[src/rtl/crc_stream.sv]
// Parametrised framed CRC engine: bit-serial-per-beat update in one cycle,
// held result with valid/ready handoff and residue-based frame check.
module crc_stream #(
  parameter int unsigned          CRC_WIDTH   = 8,
  parameter int unsigned          DATA_WIDTH  = 8,
  parameter logic [CRC_WIDTH-1:0] POLYNOMIAL  = 8'h07,
  parameter logic [CRC_WIDTH-1:0] INIT        = '0,
  parameter bit                   REFLECT_IN  = 1'b0,
  parameter bit                   REFLECT_OUT = 1'b0,
  parameter logic [CRC_WIDTH-1:0] XOR_OUT     = '0,
  parameter logic [CRC_WIDTH-1:0] RESIDUE     = '0
) (
  input  logic                  clk_i,
  input  logic                  rst_ni,
  input  logic                  clear_i,
  input  logic [DATA_WIDTH-1:0] data_i,
  input  logic                  data_valid_i,
  input  logic                  data_last_i,
  output logic                  data_ready_o,
  output logic [CRC_WIDTH-1:0]  crc_o,
  output logic                  crc_valid_o,
  input  logic                  crc_ready_i,
  output logic                  check_ok_o
);

  if (CRC_WIDTH < 1 || CRC_WIDTH > 64) begin : g_bad_crc_width
    $error("crc_stream: CRC_WIDTH must be in 1..64");
  end
  if (DATA_WIDTH < 1 || DATA_WIDTH > 64) begin : g_bad_data_width
    $error("crc_stream: DATA_WIDTH must be in 1..64");
  end

  typedef enum logic {ACCUM, HOLD} state_e;

  state_e                state_q, state_d;
  logic [CRC_WIDTH-1:0]  crc_q, crc_d, crc_step, crc_ord;
  logic [DATA_WIDTH-1:0] data_ord;
  logic                  fb;
  logic                  accept;

  // State register
  always_ff @(posedge clk_i or negedge rst_ni) begin
    if (!rst_ni) state_q <= ACCUM;
    else         state_q <= state_d;
  end

  // Next-state logic; clear_i overrides any transition
  always_comb begin
    state_d = state_q;
    if (clear_i) begin
      state_d = ACCUM;
    end else begin
      unique case (state_q)
        ACCUM: if (data_valid_i && data_last_i) state_d = HOLD;
        HOLD:  if (crc_ready_i)                 state_d = ACCUM;
        default: state_d = ACCUM;
      endcase
    end
  end

  // Output logic
  always_comb begin
    data_ready_o = (state_q == ACCUM) && !clear_i;
    crc_valid_o  = (state_q == HOLD);
    accept       = data_valid_i && data_ready_o;
  end

  // Whole beat folded in MSB-first within a single cycle
  always_comb begin
    fb       = 1'b0;
    data_ord = data_i;
    if (REFLECT_IN) begin
      for (int unsigned i = 0; i < DATA_WIDTH; i++) data_ord[i] = data_i[DATA_WIDTH-1-i];
    end
    crc_step = crc_q;
    for (int unsigned i = 0; i < DATA_WIDTH; i++) begin
      fb       = crc_step[CRC_WIDTH-1] ^ data_ord[DATA_WIDTH-1-i];
      crc_step = (crc_step << 1) ^ (fb ? POLYNOMIAL : '0);
    end
  end

  always_comb begin
    crc_d = crc_q;
    if (clear_i)                               crc_d = INIT;
    else if (accept)                           crc_d = crc_step;
    else if (state_q == HOLD && crc_ready_i)   crc_d = INIT;
  end

  always_ff @(posedge clk_i or negedge rst_ni) begin
    if (!rst_ni) crc_q <= INIT;
    else         crc_q <= crc_d;
  end

  always_comb begin
    crc_ord = crc_q;
    if (REFLECT_OUT) begin
      for (int unsigned i = 0; i < CRC_WIDTH; i++) crc_ord[i] = crc_q[CRC_WIDTH-1-i];
    end
    crc_o      = crc_ord ^ XOR_OUT;
    check_ok_o = (crc_q == RESIDUE);
  end

endmodule

[config.mk]
export PLATFORM = sky130hd
export DESIGN_NAME = crc_stream
export DESIGN_NICKNAME = d
export VERILOG_FILES = /design/src/rtl/crc_stream.sv
export SDC_FILE = /design/constraint.sdc
export NUM_CORES = 1
export LEC_CHECK = 0
export ABC_AREA = 1
export CAP_MARGIN = 20
export CORE_MARGIN = 1.5
export CORE_UTILIZATION = 45
export CTS_CLUSTER_DIAMETER = 200
export DETAILED_ROUTE_END_ITERATION = 12
export PLACE_DENSITY_LB_ADDON = 0.15
export SYNTH_ARGS = -nofsm -noshare
export SYNTH_HDL_FRONTEND = slang
export SYNTH_SLANG_ARGS = --single-unit
[constraint.sdc]
create_clock -name clk_i -period 1.65 [get_ports clk_i]
set_input_delay 0.4125 -clock clk_i [delete_from_list [all_inputs] [get_ports clk_i]]
set_output_delay 0.4125 -clock clk_i [all_outputs]
set_load 0.02 [all_outputs]
==> results.ini, run 1 <==
[status]
status = finished clean

[place]
port_buffers = 24
dp_cells = 167
dp.final_hpwl_mm = 1.45
gp_congestion = 0.836

[finish]
nFillCells = 125
area_growth_pct = 60.9
antenna_cells = 0
fin_cells = 171
multi_input_area_sq_um = 427
seqCellArea_sq_um = 225
fin_nets = 170
drive_above_1_share_pct = 26.5

[power_and_ir_drop]
seqPwrFrac_pct = 22.9
p_leak_nw = 0.632
swShare_pct = 43.3
combPwrFrac_pct = 63.1
p_switching_mw = 0.563
p_int_mw = 0.739
ir_worst_vdd_v = 0.000865
powerDensity_nw_per_um2 = 1150
clkPwrFrac_pct = 14.0

[grt]
track_usage_pct = 23.7
grt_pass1_wl_mm = 3.26
grt_max_degree = 10
antenna_found_initial = 0
overflow = 0
grt_pass1_vias = 840

[timing]
fmax_ghz = 0.622
period_share_pct = 97.4
hold_viol = 0
min_period_ns = 1.61
rsz0062_at_grt = true
setup_viol = 0
worst_slew_pin_slew_ns = 0.436
drv_slew = 0
finalSetupTns_ns = 0
maxSlewHeadroom_pct = 70.8
clock_skew_ns = 0.00137

[routing]
routedWlPerCell_um = 10.5
antenna_left = 0
first_pass_iters = 4
route.detailed.drc = 0
wl_mm = 1.80
vias_per_cell = 4.80
detailroute.via_count = 820
drt_iter0_drc = 11

[synthesis]
synth_area_per_cell_sq_um = 6.65
synth.distinct_cells = 17
synth_top_family_by_area = simple AND/OR/NAND/NOR gates
muxShareOfSynthArea_pct = 0
yosys_warnings = 0
synth_compound_area_share_pct = 6.39
synth_xor_xnor_area_share_pct = 13.3
synthSimpleGateAreaFrac_pct = 40.0
synth_area_sq_um = 704
syn-num-nets = 120
synth_cells = 106
synth_fa_ha_area_share_pct = 0
synth_seq_area_share_pct = 32.0
yosys_register_bits = 9

[cts]
path_clk_slew_ns = 0.07
hold_buffers = 0
cts.sinks = 9
cts_max_path_buffers = 2
ctsRootBufferMaster = clkbuf_4
worst_skew_pair.late_latency_ns = 0.27
cts_made_buffers = 3
htreeDepth = 1
cts_tree = yes

[worst_setup_path]
rr_endpoint = crc_o[3]
cp_max_fo = 2
startpoint_type = flip-flop
worstReg2RegStart = crc_o[2]
critical_path_buf_inv_count = 1
critical_path_arrival_ns = 1.20
crit_path_top_delay_cell = dfrtp_1
end_kind = primary output
r2r_setup_slack_ns = 0.27
cp.required_ns = 1.24
crit_type = flip-flop to primary output
crit_family = flip-flops
crit_chain = nor2_1, nand3_1, nor4_2, buf_2
worstRegToRegCells = 8
critical_path.max_stage_delay_ns = 0.39

[floorplan]
die_w_um = 42.6
die_h_um = 42.6
start_util_pct = 47.3
die_area_sq_um = 1810
io_pins = 25
core_area_sq_um = 1490
rows = 14

[run]
drv_cap = 0

[hold_path]
hold_class = input port to asynchronous set/reset pin

==> power groups by stage <==
stage | Sequential [mW] | Combinational [mW] | Clock (mW)
3_3_place_gp | 0.299 | 0.849 | 0
5_1_grt | 0.302 | 0.928 | 0.188
6_report | 0.298 | 0.822 | 0.183
4_1_cts | 0.297 | 0.829 | 0.186
3_5_place_dp | 0.302 | 0.869 | 0
2_1_floorplan | 0.386 | 0.390 | 0
==> state kept, by name (all words and copies together) (netlist names) <==
| signal | cells |
|---|---|
| crc_valid_o | 1 |
| crc_o | 8 |
==> cell usage in the layout, fill, tap and decap left out <==
cell             instances
clkbuf_4                 3
inv_4                    1
xnor2_1                  6
a21oi_1                  3
buf_2                    2
o22ai_1                  2
dlygate4sd2_1            9
nand4_1                  1
nand2_2                  4
nor4_2                   1
nor2_4                   1
o21ai_2                  2
dfrtp_1                  9
nor2_1                   5
clkbuf_1                 1
xor2_2                   2
nand3_1                  9
nand2_1                 45
buf_4                   21
inv_1                   10
clkdlybuf4s50_1         13
xor2_1                   1
inv_2                    4
==> how the worst max path moves through the flow <==
| stage | end | cells after the start | from |
|---|---|---|---|
| after global placement | data_ready_o | 3 | clear_i |
| after global routing | check_ok_o | 4 | crc_o[2] |
| after floorplan | check_ok_o | 3 | crc_o[6] |
| after CTS | data_ready_o | 3 | clear_i |
| final | check_ok_o | 4 | crc_o[2] |
| after detailed placement | data_ready_o | 3 | clear_i |
==> cells by family after synthesis <==
family / Yosys count
buffers and inverters: 15
flip-flops: 9
AND/OR/NAND/NOR: 66
AO/OA/AOI/OAI: 7
XOR/XNOR: 9
==> per-layer routing <==
metal  part of all wire (%)  vias to the layer above  global-route usage, %  routed length (um)
met3                    3.9                        6                   2.16                  70
met1                     45                      367                   29.3                 803
met5                      0                        -                      0                   0
met2                     50                       20                   41.2                 892
met4                    1.6                        0                   10.6                  29
li1                       -                      427                      -                   -
==> timing repair <==
item                                    in CTS  in global routing
setup buffers                                0                  0
endpoints found under the setup margin      11                  2
hold endpoints to repair                     0                  0
gates resized for setup                     17                  1
pin swaps                                    0                  1
==> metrics by stage <==
stage | util [%] | area, sq um | hold WS (ns) | power [mW] | setup WS, ns
after global placement | 75.8 | 1130 | 0.551 | 1.15 | -0.319
after detailed placement | 75.8 | 1130 | 0.558 | 1.17 | -0.345
after CTS | 76.6 | 1140 | 0.465 | 1.31 | 0.00369
after global routing | 76.1 | 1130 | 0.492 | 1.42 | -0.0144
final | 76.1 | 1130 | 0.450 | 1.30 | 0.0423
after floorplan | - | 711 | 0.117 | 0.776 | 0.158
==> Yosys cell counts <==
cell | number | area [sq um]
o21ai_2 | 2 | 17.5
inv_4 | 1 | 6.26
nor4_1 | 1 | 6.26
nor2_1 | 5 | 18.8
nor2_4 | 1 | 11.3
nand2_2 | 4 | 25.0
nand4_1 | 1 | 6.26
xnor2_1 | 6 | 52.6
dfrtp_1 | 9 | 225
xor2_1 | 1 | 8.76
a21oi_1 | 3 | 15.0
xor2_2 | 2 | 32.5
nand3_1 | 9 | 45.0
inv_2 | 4 | 15.0
o22ai_1 | 2 | 12.5
nand2_1 | 45 | 169
inv_1 | 10 | 37.5
==> final cells by class <==
type                    count  share of cell area, %
clock buffers               4                   2.32
inverters                  15                   5.19
multi-input cells          82                   37.6
flip-flops and latches      9                   19.9
well taps                  16                   1.77
repair buffers             45                   33.2
==> worst register-to-register path: stages (launching register included) <==
cell and delay, ns:
dfrtp_1 0.39, buf_4 0.15, xnor2_1 0.12, buf_4 0.15, xnor2_1 0.23, inv_1 0.09
nand2_1 0.07, nand3_1 0.08, nand2_1 0.06
Power figures use the tool's default switching activity.
==> inputs of run 2 (changes only) <==
Settings changed: CORE_ASPECT_RATIO set to 1.2.
==> results.ini, run 2 (synthesized netlist as in run 1, its figures left out) <==
[routing]
route.detailed.drc = 0
first_pass_iters = 4
vias_per_cell = 5.03
antenna_left = 0
wl_mm = 2.09
drt_iter0_drc = 13
detailroute.via_count = 866
routedWlPerCell_um = 12.1

[place]
dp.final_hpwl_mm = 1.55
dpl_cell_area_sq_um = 1130
dp_cells = 168
gp_congestion = 0.785
port_buffers = 24
post-place-ws_ns = -0.387

[grt]
antenna_found_initial = 0
overflow = 0
grt_max_degree = 10
grt_pass1_vias = 822
track_usage_pct = 26.9
grt_pass1_wl_mm = 3.29

[finish]
drive_above_1_share_pct = 26.5
nFillCells = 124
antenna_cells = 0
largest_reg_flops = 8
finish.utilization_pct = 78.5
fin_cells = 172
final_cell_mix = nand2_1, buf_4, clkdlybuf4s50_1, inv_1
fin_nets = 170
fin_area_sq_um = 1130
area_growth_pct = 61.1
final_common_cell = nand2_1

[timing]
hold_viol = 0
min_period_ns = 1.59
drv_slew = 0
fmax_ghz = 0.629
worst_slew_pin_slew_ns = 0.436
finalSetupTns_ns = 0
setup_ws_ns = 0.0602
period_share_pct = 96.4
setup_viol = 0
maxSlewHeadroom_pct = 70.8
hold_slack_ns = 0.453
rsz0062_at_grt = false
clock_skew_ns = 0.00405

[run]
drv_cap = 0

[cts]
worst_skew_pair.late_latency_ns = 0.26
htreeDepth = 1
hold_buffers = 0
ctsRootBufferMaster = clkbuf_4
cts_made_buffers = 3
cts_tree = yes
post-cts-setup-buffers = 0
cts.sinks = 9
cts_max_path_buffers = 2
path_clk_slew_ns = 0.06

[hold_path]
hold_class = input port to asynchronous set/reset pin

[worst_setup_path]
cp_max_fo = 2
startpoint_type = input port
critical_path_arrival_ns = 1.18
crit_path_top_delay_cell = clkdlybuf4s50_1
crit_chain = clkdlybuf4s50_1, nor2_1, buf_2
critical_path.max_stage_delay_ns = 0.42
end_kind = primary output
crit_type = input port to primary output
cp.required_ns = 1.24

[floorplan]
die_w_um = 39.1
die_h_um = 46.3
start_util_pct = 48.7
rows = 15
io_pins = 25
core_area_sq_um = 1450
die_area_sq_um = 1810

[status]
status = finished clean

[power_and_ir_drop]
p_leak_nw = 0.632
powerDensity_nw_per_um2 = 1160
p_total_mw = 1.32
ir_worst_vdd_v = 0.000719

## run 2: cell counts in the layout (fill, tap and decap cells not counted)
No cell type changed its count.
## run 2: final cells by class
class	instances	area (sq um)	area share, %
Multi-Input combinational cell	82	427	37.6
Timing Repair Buffer	45	377	33.2
Sequential cell	9	225	19.8
Inverter	15	58.8	5.18
Clock buffer	4	26.3	2.32
Tap cell	17	21.3	1.87
## run 2: power by group
group,switching (mW),internal (mW)
clock network,0.0808,0.0934
registers,0.0310,0.267
logic,0.465,0.379
## run 2: path summary, 6_finish.rpt
check / from / endpoint / slack [ns] / cells after the start
worst max-delay path: clear_i / data_ready_o / 0.06 / 3
worst min-delay path: rst_ni / crc_o[4] / 0.45 / 1
worst max register to register: crc_o[2] / crc_o[3] / 0.21 / 7
worst min register to register: crc_o[0] / crc_o[0] / 0.59 / 2
min in group clk_i: crc_o[0] / crc_o[0] / 0.59 / 2
max in group asynchronous: rst_ni / crc_o[3] / 0.89 / 1
## run 2: repair_timing
action | CTS | global route
endpoints found under the setup margin | 11 | 0
gates resized for setup | 18 | 0
hold endpoints to repair | 0 | 0
## run 2: layer usage
layer	part of all wire (%)	wire [um]	track usage, %
met2	53	1120	46.0
met4	2.8	59	15.9
met1	41	845	32.7
met3	3.1	65	1.45
met5	0	0	0
## run 2: worst max-delay path: cells and delay by family
kind / cells / cell delay [ns]
buffers and inverters: 2 / 0.62
and+or+nand+nor: 1 / 0.15
